## config.mk

```make
export PLATFORM = sky130hd
export DESIGN_NAME = rip_branch_resolver
export DESIGN_NICKNAME = d
export VERILOG_FILES = /design/src/rtl/rip_branch_resolver.sv
export SDC_FILE = /design/constraint.sdc
export NUM_CORES = 1
export LEC_CHECK = 0
export CORE_MARGIN = 10
export CORE_UTILIZATION = 62
export CTS_CLUSTER_DIAMETER = 120
export DETAILED_ROUTE_END_ITERATION = 6
export HOLD_SLACK_MARGIN = 0.1
export MAX_ROUTING_LAYER = met4
export PLACE_DENSITY = 0.82
export SYNTH_ARGS = -nofsm -noshare
export SYNTH_HDL_FRONTEND = slang
export SYNTH_SLANG_ARGS = --single-unit
```

## constraint.sdc

```tcl
create_clock -name clk -period 10.9 [get_ports clk]
set_input_delay 1.635 -clock clk [delete_from_list [all_inputs] [get_ports clk]]
set_output_delay 1.635 -clock clk [all_outputs]
set_load 0.01 [all_outputs]
```

## src/rtl/rip_branch_resolver.sv

```systemverilog
// rip_branch_resolver: tracks in-flight predicted branches in a small FIFO,
// compares each against its execute-stage outcome, emits the predictor training
// strobe and, on a misprediction, a flush pulse plus the corrected fetch PC.
// Optional feature macro: BRANCH_STATS_EN adds consume/mispredict counters.

package rip_branch_resolver_pkg;

  localparam int unsigned ADDR_W = 32;

  // One in-flight predicted branch as recorded at fetch.
  typedef struct packed {
    logic [ADDR_W-1:0] pc;
    logic              taken;
    logic [ADDR_W-1:0] target;
  } br_entry_t;

endpackage

module rip_branch_resolver
  import rip_branch_resolver_pkg::*;
#(
  parameter int unsigned DEPTH = 4
) (
  input  logic        clk,
  input  logic        rstn,
  input  logic        stall,
  input  logic        push_valid,
  output logic        push_ready,
  input  logic [31:0] push_pc,
  input  logic        push_taken,
  input  logic [31:0] push_target,
  input  logic        res_valid,
  input  logic        res_taken,
  input  logic [31:0] res_target,
  output logic        update,
  output logic        actual,
  output logic        flush,
  output logic [31:0] redirect_pc,
  output logic        underflow
`ifdef BRANCH_STATS_EN
  ,
  output logic [31:0] br_count,
  output logic [31:0] mispred_count
`endif
);

  localparam int unsigned PTR_W = (DEPTH > 1) ? $clog2(DEPTH) : 1;
  localparam int unsigned CNT_W = PTR_W + 1;

  // FIFO storage and bookkeeping
  br_entry_t          fifo_q [DEPTH];
  br_entry_t          fifo_d [DEPTH];
  logic [PTR_W-1:0]   wr_ptr_q, wr_ptr_d;
  logic [PTR_W-1:0]   rd_ptr_q, rd_ptr_d;
  logic [CNT_W-1:0]   count_q, count_d;

  // Registered outputs
  logic               update_q, update_d;
  logic               actual_q, actual_d;
  logic               flush_q, flush_d;
  logic [ADDR_W-1:0]  redirect_pc_q, redirect_pc_d;
  logic               underflow_q, underflow_d;

`ifdef BRANCH_STATS_EN
  logic [31:0]        br_count_q, br_count_d;
  logic [31:0]        mispred_count_q, mispred_count_d;
`endif

  // Per-cycle decode
  br_entry_t          head;
  br_entry_t          push_entry;
  logic               fifo_full;
  logic               fifo_empty;
  logic               consume;
  logic               mispredict_now;
  logic               push_fire;
  logic               res_on_empty;

  // Status flags, head entry and the accept/consume/mispredict decisions
  always_comb begin
    head        = fifo_q[rd_ptr_q];
    push_entry  = '{pc: push_pc, taken: push_taken, target: push_target};
    fifo_full   = (count_q == CNT_W'(DEPTH));
    fifo_empty  = (count_q == '0);
    push_ready  = !fifo_full && !stall;
    consume     = res_valid && !stall && !fifo_empty;
    res_on_empty = res_valid && !stall && fifo_empty;
    mispredict_now = 1'b0;
    if (consume) begin
      mispredict_now = (head.taken != res_taken) ||
                       (head.taken && res_taken && (head.target != res_target));
    end
    // A mispredict squashes everything younger, including this cycle's push.
    push_fire = push_valid && push_ready && !mispredict_now;
  end

  // Next-state for FIFO pointers, count and the registered outputs
  always_comb begin
    fifo_d        = fifo_q;
    wr_ptr_d      = wr_ptr_q;
    rd_ptr_d      = rd_ptr_q;
    count_d       = count_q;
    update_d      = 1'b0;
    flush_d       = 1'b0;
    actual_d      = actual_q;
    redirect_pc_d = redirect_pc_q;
    underflow_d   = underflow_q;

    if (push_fire) begin
      fifo_d[wr_ptr_q] = push_entry;
      wr_ptr_d         = wr_ptr_q + PTR_W'(1);
    end

    if (consume) begin
      rd_ptr_d = rd_ptr_q + PTR_W'(1);
      update_d = 1'b1;
      actual_d = res_taken;
    end

    if (mispredict_now) begin
      // push_fire is already suppressed, so wr_ptr_q is the new empty point.
      count_d       = '0;
      rd_ptr_d      = wr_ptr_q;
      flush_d       = 1'b1;
      redirect_pc_d = res_taken ? res_target : (head.pc + ADDR_W'(4));
    end else begin
      unique case ({push_fire, consume})
        2'b10:   count_d = count_q + CNT_W'(1);
        2'b01:   count_d = count_q - CNT_W'(1);
        default: count_d = count_q;
      endcase
    end

    if (res_on_empty) begin
      underflow_d = 1'b1;
    end
  end

`ifdef BRANCH_STATS_EN
  // Statistics counters advance with the consume; stall blocks consume so they freeze
  always_comb begin
    br_count_d      = br_count_q;
    mispred_count_d = mispred_count_q;
    if (consume) begin
      br_count_d = br_count_q + 32'(1);
    end
    if (mispredict_now) begin
      mispred_count_d = mispred_count_q + 32'(1);
    end
  end

  // Statistics counter registers
  always_ff @(posedge clk or negedge rstn) begin
    if (!rstn) begin
      br_count_q      <= '0;
      mispred_count_q <= '0;
    end else begin
      br_count_q      <= br_count_d;
      mispred_count_q <= mispred_count_d;
    end
  end

  assign br_count      = br_count_q;
  assign mispred_count = mispred_count_q;
`endif

  // FIFO entry storage
  always_ff @(posedge clk or negedge rstn) begin
    if (!rstn) begin
      for (int unsigned i = 0; i < DEPTH; i++) begin
        fifo_q[i] <= '0;
      end
    end else begin
      for (int unsigned i = 0; i < DEPTH; i++) begin
        fifo_q[i] <= fifo_d[i];
      end
    end
  end

  // Pointer, count and output registers
  always_ff @(posedge clk or negedge rstn) begin
    if (!rstn) begin
      wr_ptr_q      <= '0;
      rd_ptr_q      <= '0;
      count_q       <= '0;
      update_q      <= 1'b0;
      actual_q      <= 1'b0;
      flush_q       <= 1'b0;
      redirect_pc_q <= '0;
      underflow_q   <= 1'b0;
    end else begin
      wr_ptr_q      <= wr_ptr_d;
      rd_ptr_q      <= rd_ptr_d;
      count_q       <= count_d;
      update_q      <= update_d;
      actual_q      <= actual_d;
      flush_q       <= flush_d;
      redirect_pc_q <= redirect_pc_d;
      underflow_q   <= underflow_d;
    end
  end

  assign update      = update_q;
  assign actual      = actual_q;
  assign flush       = flush_q;
  assign redirect_pc = redirect_pc_q;
  assign underflow   = underflow_q;

endmodule

```

==> results.txt <==
The run finished with clean final reports. The core occupancy in the finished layout is 0.7413. The number of buffer and inverter instances along the worst setup path is 3. The largest single stage delay on the critical path is just under 0.9 ns. The area growth from synthesis to layout is 18.20%. In this run the worst path has a maximum fanout of 50.

In the synthesized netlist the dominant register cell turns out to be sky130_fd_sc_hd__dfrtp_1. The clock network fraction of design power came out at 0.215. The count of hold buffers inserted by post-cts repair is 0. The signal arrival time at the worst endpoint is 6.14 ns.

The area inside the core boundary came out at about 23000 um2. The mapped netlist covers approximately 15000 um2. The mean routed wirelength per cell is ~24 um.

The highest attainable clock frequency came out at around 180 MHz. The final max-slew violation count was 0. After detailed routing, the number of remaining DRC violations is 0.

The proportion of layout cells with a drive suffix above 1 is 0.3498. Summed over all nets, the half-perimeter wirelength after detailed placement is between 20000 and 25000 um. The vertical die dimension is 173.6 um. The data required time of the worst path is between 10 and 15 ns. In the global route stage, overall resource usage came out at 0.2340.

The worst setup path is of the flop to flop kind. The cell class contributing the biggest share of worst-path delay is buffers and inverters. The number of DRC violations after detailed-routing iteration 0 came out at slightly above 900. The count of buffers from port buffering came out at approximately 140. The initial cell density of the core is 0.6271.

The footprint of the multi-input gates came out at between 6000 and 7000 um2. Counting along the longest clock path gives a buffer depth of 3. The number of distinct standard cells referenced by the synthesized netlist came out at 41. The synthesized net count is around 1100. The global-route wire length before repair came out at 54590 um.

The share of the clock period used by the worst path after layout came out at 0.5232. The total detailed-routing wirelength came out at 34420 um. The total internal power came out at between 3 and 4 mW. The top-level I/O count is 140.

The met2 demand-to-capacity share in global routing came out at 0.3653. The path class of the tightest hold or removal check is flop to flop. In the synthesized netlist the async set-or-reset flop fraction comes to 1.000.

The antenna violation net count after detailed routing is 0. The total of warnings raised by yosys came out at 0. For this run, global-route usage on met3 was measured as 0.04226. The final clock skew is approximately 0.0075 ns. The post-CTS repair timing setup buffer count is 0. The mean area per synthesized cell came out at approximately 15 um2.

The number of nets in the final layout came out at around 1200. The number of fill cells is 1440. The CTS tree is built. The time the worst path needs with I/O delays and setup came out at around 5.7 ns. Setup repair after global routing left no endpoint under its margin. The vias after detailed routing came out at between 8000 and 9000.

The total overflow reported by the global router is 0. STA classifies the critical path startpoint as a flop. The x dimension of the die came out at around 170 um. The root buffer selected by CTS is sky130_fd_sc_hd__clkbuf_16.

For this design the total switching power over the nets is between 1.5 and 2 mW. Traced cell by cell, the critical path runs through buf_4 > mux4_2 > xnor2_1 > nand4_1 > nor4_1 > nand4b_1 > o211ai_4 > buf_4 > nand3_4 > buf_4 > mux2_4. The maximum number of pins on one net before global-route repair is 185.

The number of max-capacitance violations reported came out at 0. The area taken by flip-flops and latches came out at ~7600 um2. For the pin with the worst max-slew slack, the measured transition is between 1 and 1.5 ns. Dividing the detail-routed via count by the number of cells gives about 6. The worst setup path is captured at a flop. The post-cts sizing count came out at 0. The number of rows in the core area came out at 56. The portion of total power attributed to combinational logic is 0.399. The worst relative slew slack came out at 0.2324.

The fraction of power consumed by sequential logic is 0.386. After global routing, the most crowded layer is met2. The number of instances in the synthesized netlist is around 990.

The count of endpoints failing hold in the final timing report came out at 0. Summed over all failing endpoints, the final setup total negative slack is 0 ns. Counting flops with a built-in enable in the synthesized netlist gives 0. In this run the power density over the cells is just over 300 nW/um2. The synthesized flop and latch total came out at just over 300. The leakage power total came out at a little under 8 nW. The number of global-route vias before repair came out at 9497.

The worst IR drop on VDD is 164.0 uV. The sequential cell area fraction in the yosys report came out at 0.5182. The cell repeated most along the worst path is sky130_fd_sc_hd__buf_4.

The number of search-and-repair iterations in the first detailed-routing pass came out at 7. The area of the die is roughly 30000 um2. CTS built an H-tree with a depth of 1. Among all stages on the critical path, the largest delay is contributed by sky130_fd_sc_hd__dfrtp_4. The met1 usage is 0.3138. The clock-pin slew on the worst setup and hold paths came out at approximately 0.060 ns. The total CTS buffers is 30. The initial antenna violation count was 3. The switching part of the total is 0.3154. The clock latency at the later pin of the worst-skew pair is between 0.5 and 0.6 ns. Routability-driven placement finished with a final weighted congestion of ~0.86. The total clock sinks is about 300.

The final-report setup violation count is 0.
-- stage by stage --
stage          hold WS [ns]  power [mW]  setup WS [ns]  cell area, um2  cells
3_3_place_gp         0.4433       4.065          5.322           16190   1399
5_1_grt              0.4919       5.576          4.773           17300   1456
2_1_floorplan        0.4738       3.528          7.108           14630    989
4_1_cts              0.4657       5.313          5.228           17290   1454
6_report             0.4585       5.293          5.198           17300   1456
3_5_place_dp         0.4512       4.149          5.272           16190   1399
-- cells in the final DEF (no fill, tap or decap), types with 11 or more instances in the layout --
master	netlist	layout
sky130_fd_sc_hd__dfrtp_1	303	301
sky130_fd_sc_hd__mux2_2	167	167
sky130_fd_sc_hd__clkdlybuf4s50_1	0	137
sky130_fd_sc_hd__mux2_4	100	100
sky130_fd_sc_hd__mux4_2	59	59
sky130_fd_sc_hd__nand2_1	49	49
sky130_fd_sc_hd__xor2_1	37	37
sky130_fd_sc_hd__o21ai_0	35	35
sky130_fd_sc_hd__mux2i_1	31	31
sky130_fd_sc_hd__clkbuf_16	0	31
sky130_fd_sc_hd__xnor2_1	30	30
sky130_fd_sc_hd__nor2_1	25	25
sky130_fd_sc_hd__nand4_1	14	14
sky130_fd_sc_hd__a21oi_1	13	13
sky130_fd_sc_hd__nand3_1	13	11
-- cell type report --
cell class,count,area share
Antenna cell,2,0.0002894
Inverter,10,0.002170
Clock inverter,12,0.01215
Clock buffer,43,0.05151
Timing Repair Buffer,148,0.08508
Sequential cell,303,0.4388
Tap cell,319,0.02308
Multi-Input combinational cell,619,0.3869
-- registers in the layout (all words and copies together) (netlist names) --
signal,cells
fifo_q,260
redirect_pc,32
count_q,3
rd_ptr_q,2
wr_ptr_q,2
actual,1
flush,1
underflow,1
update,1
-- kinds of logic (layout without fill, tap and decap cells) --
logic type / after synthesis / after routing / synth area share
fa+ha+maj: 7 / 7 / 0.006498
simple gates: 131 / 131 / 0.04284
flops: 303 / 303 / 0.5182
mux: 357 / 357 / 0.3431
buf+inv: 67 / 213 / 0.02788
xor+xnor: 67 / 67 / 0.04010
compound gates: 57 / 57 / 0.02138
other cells: 0 / 2 / 0
-- layer usage --
layer | routed length, um | share of wire
met1 | 15210 | 0.44
met2 | 16320 | 0.47
met3 | 2124 | 0.062
met4 | 756 | 0.022
met5 | 0 | 0
-- power groups by stage --
| stage | Sequential [mW] | Clock (mW) | Combinational (mW) |
|---|---|---|---|
| after floorplan | 1.91 | 0 | 1.62 |
| final | 2.04 | 1.14 | 2.11 |
| after CTS | 2.04 | 1.15 | 2.12 |
| after detailed placement | 2.05 | 0 | 2.10 |
| after global placement | 2.02 | 0 | 2.04 |
| after global routing | 2.11 | 1.20 | 2.27 |
-- path summary, 6_finish.rpt --
path                              from           to  slack (ns)  depth (start not counted)
setup / recovery           rd_ptr_q[0]  fifo_q[123]        5.20                         11
hold / removal               underflow    underflow        0.46                          1
setup reg to reg           rd_ptr_q[0]  fifo_q[123]        5.20                         11
hold reg to reg              underflow    underflow        0.46                          1
max in group asynchronous         rstn  fifo_q[102]        8.18                          2
min in group asynchronous         rstn   fifo_q[38]        1.15                          1
-- worst reg2reg max path: cells and delay by family (launching register included) --
family | cells | cell delay (ns)
AOI/OAI and AO/OA | 1 | 0.33
xor gates and xnor gates | 1 | 0.33
muxes | 2 | 1.10
buffers and inverters | 3 | 1.79
DFF | 1 | 0.88
and+or+nand+nor | 4 | 1.16
-- synthesized netlist by cell type (2+ instances only) --
cell	instances	area share
sky130_fd_sc_hd__buf_6	16	0.012
sky130_fd_sc_hd__xnor2_1	30	0.018
sky130_fd_sc_hd__mux2i_1	31	0.021
sky130_fd_sc_hd__and2_1	5	0.0021
sky130_fd_sc_hd__and3_1	5	0.0021
sky130_fd_sc_hd__a21oi_1	13	0.0044
sky130_fd_sc_hd__inv_1	8	0.0021
sky130_fd_sc_hd__nor2_1	25	0.0064
sky130_fd_sc_hd__clkbuf_1	18	0.0046
sky130_fd_sc_hd__mux2_4	100	0.10
sky130_fd_sc_hd__a31oi_1	2	0.00085
sky130_fd_sc_hd__nand3_2	2	0.0014
sky130_fd_sc_hd__nor3_1	5	0.0017
sky130_fd_sc_hd__mux4_2	59	0.091
sky130_fd_sc_hd__nand2_1	49	0.013
sky130_fd_sc_hd__nand4_1	14	0.0060
sky130_fd_sc_hd__nor2b_1	2	0.00085
sky130_fd_sc_hd__nor4_1	3	0.0013
sky130_fd_sc_hd__buf_1	2	0.00051
sky130_fd_sc_hd__and4_1	2	0.0012
sky130_fd_sc_hd__clkinv_1	2	0.00051
sky130_fd_sc_hd__buf_2	17	0.0058
sky130_fd_sc_hd__or2_2	3	0.0013
sky130_fd_sc_hd__mux2_2	167	0.13
sky130_fd_sc_hd__ha_1	6	0.0051
sky130_fd_sc_hd__dfrtp_1	303	0.52
sky130_fd_sc_hd__xor2_1	37	0.022
sky130_fd_sc_hd__buf_4	4	0.0021
sky130_fd_sc_hd__nand3_1	13	0.0044
sky130_fd_sc_hd__o21ai_0	35	0.012
Power figures use the tool's default switching activity.
